--- src/rtl/ucaspian_step_ctrl.sv ---
// ucaspian_step_ctrl: time-step sequencer for the uCaspian neuron array.
// Takes RUN / CLEAR_ACT / CLEAR_CFG commands from the host and drives next_step
// and the clear requests to the neurons. cur_time advances only after step_done
// has been high for SETTLE consecutive counted cycles. Each command returns one
// completion record on the done_* port.
// Optional feature: define UCASPIAN_STEP_WATCHDOG_EN to add a WAIT/CLEAR watchdog.
module ucaspian_step_ctrl #(
  parameter int STEP_W      = 16,
  parameter int SETTLE      = 2,
  parameter int WDOG_CYCLES = 4096
) (
  input  logic              clk,
  input  logic              reset,
  input  logic              cmd_vld,
  output logic              cmd_rdy,
  input  logic [1:0]        cmd_op,
  input  logic [STEP_W-1:0] cmd_steps,
  input  logic              halt,
  output logic              next_step,
  input  logic              step_done,
  output logic              clear_act,
  output logic              clear_config,
  input  logic              clear_done,
  output logic [STEP_W-1:0] cur_time,
  output logic              done_vld,
  input  logic              done_rdy,
  output logic [STEP_W-1:0] done_steps,
  output logic              done_halted,
  output logic              done_err
);

  typedef enum logic [2:0] {
    S_IDLE,
    S_CLEAR,
    S_PULSE,
    S_WAIT,
    S_DONE
  } state_t;

  localparam logic [1:0] OP_RUN     = 2'd0;
  localparam logic [1:0] OP_CLR_ACT = 2'd1;
  localparam logic [1:0] OP_CLR_CFG = 2'd2;

  state_t            state;
  state_t            state_nxt;
  logic [STEP_W-1:0] remaining;
  logic [STEP_W-1:0] executed;
  logic [STEP_W-1:0] time_q;
  logic [3:0]        settle_cnt;
  logic              wait_first;
  logic              halted_q;
  logic              clr_act_q;
  logic              clr_cfg_q;

  logic              clr_pending;
  logic              last_step;
  logic              step_ok;
  logic              stop_run;
  logic              wd_hit;
  logic              wd_abort;

  // A clear request still outstanding; once both drop while in CLEAR the
  // acknowledge has been taken and the next cycle finishes the command.
  assign clr_pending = clr_act_q | clr_cfg_q;
  assign last_step   = (remaining == STEP_W'(1));
  // The first WAIT cycle is skipped because the neuron's flag is still stale.
  assign step_ok     = (state == S_WAIT) && !wait_first && step_done &&
                       (settle_cnt == 4'(SETTLE - 1));
  assign stop_run    = last_step || halt;
  // Step completion and a taken clear acknowledge win over a watchdog expiry.
  assign wd_abort    = wd_hit && (((state == S_WAIT) && !step_ok) ||
                                  ((state == S_CLEAR) && clr_pending && !clear_done));

`ifdef UCASPIAN_STEP_WATCHDOG_EN
  localparam int WD_W = $clog2(WDOG_CYCLES) + 1;

  logic [WD_W-1:0] wd_cnt;
  logic            err_q;

  assign wd_hit   = (wd_cnt == WD_W'(WDOG_CYCLES - 1));
  assign done_err = err_q;

  // Watchdog: restart on every state change, count while in WAIT or CLEAR.
  always_ff @(posedge clk or negedge reset) begin
    if (!reset) begin
      wd_cnt <= '0;
      err_q  <= 1'b0;
    end else begin
      if (state_nxt != state) begin
        wd_cnt <= '0;
      end else if ((state == S_WAIT) || (state == S_CLEAR)) begin
        wd_cnt <= wd_cnt + WD_W'(1);
      end
      if ((state == S_IDLE) && cmd_vld) begin
        err_q <= 1'b0;
      end else if (wd_abort) begin
        err_q <= 1'b1;
      end
    end
  end
`else
  assign wd_hit   = 1'b0;
  assign done_err = 1'b0;
`endif

  assign cmd_rdy      = (state == S_IDLE);
  assign next_step    = (state == S_PULSE);
  assign done_vld     = (state == S_DONE);
  assign clear_act    = clr_act_q;
  assign clear_config = clr_cfg_q;
  assign cur_time     = time_q;
  assign done_steps   = executed;
  assign done_halted  = halted_q;

  // State register; reset drops next_step and the clear requests immediately.
  always_ff @(posedge clk or negedge reset) begin
    if (!reset) begin
      state <= S_IDLE;
    end else begin
      state <= state_nxt;
    end
  end

  // Next-state decode.
  always_comb begin
    // NOTE: default assigned before the case so no path leaves state_nxt unassigned (no latch).
    state_nxt = state;
    case (state)
      S_IDLE: begin
        if (cmd_vld) begin
          case (cmd_op)
            OP_RUN:               state_nxt = (cmd_steps == '0) ? S_DONE : S_PULSE;
            OP_CLR_ACT, OP_CLR_CFG: state_nxt = S_CLEAR;
            default:              state_nxt = S_DONE;
          endcase
        end
      end
      S_CLEAR: begin
        if (!clr_pending || wd_abort) state_nxt = S_DONE;
      end
      S_PULSE: state_nxt = S_WAIT;
      S_WAIT: begin
        if (step_ok) begin
          state_nxt = stop_run ? S_DONE : S_PULSE;
        end else if (wd_abort) begin
          state_nxt = S_DONE;
        end
      end
      S_DONE: begin
        if (done_rdy) state_nxt = S_IDLE;
      end
      default: state_nxt = S_IDLE;
    endcase
  end

  // Datapath: command capture, clear handshake, settle counting, time update.
  always_ff @(posedge clk or negedge reset) begin
    if (!reset) begin
      remaining  <= '0;
      executed   <= '0;
      time_q     <= '0;
      settle_cnt <= '0;
      wait_first <= 1'b0;
      halted_q   <= 1'b0;
      clr_act_q  <= 1'b0;
      clr_cfg_q  <= 1'b0;
    end else begin
      // NOTE: non-blocking assignments so every register here sees pre-edge values.
      case (state)
        S_IDLE: begin
          if (cmd_vld) begin
            remaining <= cmd_steps;
            executed  <= '0;
            halted_q  <= 1'b0;
            clr_act_q <= (cmd_op == OP_CLR_ACT);
            clr_cfg_q <= (cmd_op == OP_CLR_CFG);
          end
        end
        S_CLEAR: begin
          if (clr_pending) begin
            if (clear_done || wd_abort) begin
              clr_act_q <= 1'b0;
              clr_cfg_q <= 1'b0;
            end
          end else begin
            time_q <= '0;
          end
        end
        S_PULSE: begin
          settle_cnt <= '0;
          wait_first <= 1'b1;
        end
        S_WAIT: begin
          wait_first <= 1'b0;
          if (!wait_first) begin
            settle_cnt <= step_done ? (settle_cnt + 4'd1) : 4'd0;
          end
          if (step_ok) begin
            time_q    <= time_q + STEP_W'(1);
            executed  <= executed + STEP_W'(1);
            remaining <= remaining - STEP_W'(1);
            halted_q  <= halt && !last_step;
          end
        end
        default: ;
      endcase
    end
  end

endmodule
--- config.mk ---
export PLATFORM = sky130hd
export DESIGN_NAME = ucaspian_step_ctrl
export DESIGN_NICKNAME = d
export VERILOG_FILES = /design/src/rtl/ucaspian_step_ctrl.sv
export SDC_FILE = /design/constraint.sdc
export NUM_CORES = 1
export LEC_CHECK = 0
export CAP_MARGIN = 20
export CORE_UTILIZATION = 55
export DETAILED_ROUTE_END_ITERATION = 10
export DONT_BUFFER_PORTS = 1
export PLACE_DENSITY = 0.69
export SKIP_CTS_REPAIR_TIMING = 1
export SLEW_MARGIN = 5
export SYNTH_ARGS = -nofsm -noshare
export SYNTH_HDL_FRONTEND = slang
export SYNTH_SLANG_ARGS = --single-unit
--- constraint.sdc ---
create_clock -name clk -period 2.4 [get_ports clk]
set_input_delay 0.72 -clock clk [delete_from_list [all_inputs] [get_ports clk]]
set_output_delay 0.72 -clock clk [all_outputs]
set_load 0.1 [all_outputs]
==> reports/metrics.yaml <==
status: "finished clean"
p_sw_share_pct: 39.2
grt_setup_unrepaired: "no"
gp_congestion: 0.878
place_area_sq_um: 3760
ys.flop_type: "dfrtp_1"
ir_drop_v: 0.000689
clock_sinks: 59
drc: 0
wirelength_mm: 8.07
die_w_microns: 79.8
relSlewSlack_pct: 41.9
p_int_uw: 2430
syn_inst: 354
p_clk_share_pct: 30.3
vias: 2829
via_per_inst: 5.92
dr.pass1.iters: 4
drv_slew: 0
nets: 436
hold_class: "in2async"
max_cap_violations: 0
cp.arrival_ns: 1.57
async_flop_share_pct: 100
min_period_ns: 2.29
fin_crit_sh_pct: 95.5
initial_core_util_pct: 58.7
p_comb_share_pct: 33.1
insertion_delay_ns: 0.33
grt_pass1_wl_mm: 13.6
leakage_uw: 0.00180
port_buffers: 0
ios: 64
wire_per_inst_microns: 16.9
die_h_microns: 79.8
cp_max_fo: 10
fin_util_pct: 71.0
cts.clk_slew.worst_paths_ns: 0.08
pwr-share-seq_pct: 36.5
netlist_area_sq_um: 3330
cp_cell_sequence: "nand2b_1 > nor2_4 > buf_4"
clock-skew-final_ns: 0.00912
cts_buffers: 9
endpoint_kind: "primary output"
fmax_ghz: 0.436
insertedDiodeCount: 0
drive_above_1_share_pct: 20.2
worstPathRequired_ns: 1.68
antenna_found_initial: 0
power_switching_uw: 1570
hpwlAfterDp_mm: 5.68
cts_htree_levels: 3
design_area_sq_um: 4030
synth_edf_count: 0
start_kind: "flip-flop"
power_density_nw_per_um2: 994
cp_slowest_stage_delay_ns: 0.50
synth.ff_latch_count: 59
synth.avg_cell_area_sq_um: 9.41
finalSetupViolations: 0
tightest_slew_ns: 0.864
critPathKind: "reg2out"
areaGrowthSynthToFinish_pct: 20.9
cts_tree: "built"
cts.path.max_buffers: 2
hold_viol: 0
coreArea_sq_um: 5680
grt_max_degree: 60
grt_pass1_vias: 2907
initialDrtViolationCount: 155
final.setup.tns_ns: 0
yosysWarningCount: 0
synthDistinctLibCells: 57
grt_overflow_total: 0
synth_nets: 389
ctsRootBufferMaster: "clkbuf_8"
row_count: 27
seq_area_frac_synth_pct: 44.3
antenna_left: 0
grt_usage_pct: 27.9
slowest_stage: "dfrtp_1"
dieArea_sq_um: 6370
-- placed cells by master (no fill, tap or decap), drive strengths merged, types with 2 or more instances in the layout --
cell type	netlist	layout
a22oi	2	2
o32ai	2	2
o211ai	8	8
or3	2	2
bufinv	0	4
and4	4	4
o21ai	20	20
nor4b	3	3
nand3	10	10
clkbuf	10	9
a22o	4	4
or4b	2	2
clkinvlp	0	2
and3b	2	2
ha	10	10
a311oi	2	2
nand4	7	7
buf	7	53
a21oi	10	10
nand2b	2	2
xor2	13	13
or2	3	3
a211oi	2	2
a221o	2	2
nor2	45	45
inv	9	9
nand3b	4	4
a21o	2	2
o31ai	4	4
nor4	11	11
and2	2	2
nand2	34	34
o311ai	2	2
nor3	15	15
o2111ai	3	3
or4	4	4
nor3b	6	6
xnor2	14	14
dfrtp	59	59
-- stage by stage --
step	cells	setup slack (ns)	total power [uW]	hold WS (ns)
2_1_floorplan	354	0.0548	2460	0.424
3_3_place_gp	462	0.177	2760	0.426
3_5_place_dp	462	0.0898	2780	0.426
4_1_cts	478	0.0979	4020	0.0588
5_1_grt	478	0.0158	4230	0.0460
6_report	478	0.107	4000	0.0765
-- routing by layer --
metal | share of wire [%] | track usage, % | wire length (microns)
met1 | 44 | 35.4 | 3520
met2 | 48 | 45.6 | 3910
met3 | 6.1 | 7.09 | 493
met4 | 1.7 | 10.9 | 140
met5 | 0 | 0 | 0
-- final timing paths --
kind / start / endpoint / slack (ns) / cells past startpoint
max in group asynchronous: reset / remaining[13] / 2.23 / 0
hold / removal: reset / done_steps[15] / 0.08 / 0
setup reg to reg: remaining[1] / remaining[14] / 0.13 / 7
setup / recovery: state[2] / next_step / 0.11 / 3
hold reg to reg: settle_cnt[3] / settle_cnt[3] / 0.53 / 2
min in group clk: cmd_steps[3] / remaining[3] / 0.51 / 2
-- flip-flops by register name, indices dropped and copies added (netlist names) --
name / cells
clear_act: 1
clear_config: 1
cur_time: 16
done_halted: 1
done_steps: 16
remaining: 16
settle_cnt: 4
state: 3
wait_first: 1
-- worst max-delay path: cells and delay by family (launching register included) --
kind | cells | cell delay (ns)
buffers and inverters | 1 | 0.30
flip-flops | 1 | 0.50
AND/OR/NAND/NOR | 2 | 0.44
-- power by group through the flow --
stage | clock, uW | sequential, uW | combinational [uW]
floorplan | 0 | 1490 | 973
global placement | 0 | 1460 | 1300
detailed placement | 0 | 1460 | 1320
CTS | 1240 | 1450 | 1330
global route | 1280 | 1490 | 1450
finish | 1210 | 1460 | 1330
-- area by class of cell --
| class | instances | area [sq um] |
|---|---|---|
| Timing Repair Buffer | 53 | 398 |
| Sequential cell | 59 | 1480 |
| Clock inverter | 7 | 140 |
| Fill cell | 465 | 1650 |
| Tap cell | 72 | 90.1 |
| Inverter | 9 | 33.8 |
| Multi-Input combinational cell | 269 | 1770 |
| Clock buffer | 9 | 124 |
-- Yosys cell counts (8+ instances only) --
library cell | instances | area [sq um]
o211ai_1 | 8 | 60.1
nor2_1 | 45 | 169
xnor2_1 | 14 | 123
dfrtp_1 | 59 | 1480
nand3_1 | 10 | 50.1
a21oi_1 | 10 | 50.1
nor3_1 | 15 | 75.1
xor2_1 | 13 | 114
nand2_1 | 34 | 128
o21ai_0 | 20 | 100
inv_1 | 9 | 33.8
clkbuf_1 | 10 | 37.5
nor4_1 | 8 | 50.1
ha_1 | 10 | 125
-- cell families (layout without fill, tap and decap cells) --
kind of cell,count (synthesis),after routing,synth area share (%)
XOR/XNOR,27,27,7.10
AND/OR/NAND/NOR,160,160,26.2
flip-flops,59,59,44.3
other,1,1,0.113
AO/OA/AOI/OAI,70,70,14.6
buffers and inverters,26,78,3.60
adder cells (fa/ha/maj),10,10,3.76
multiplexers,1,1,0.300
Power figures use the tool's default switching activity.
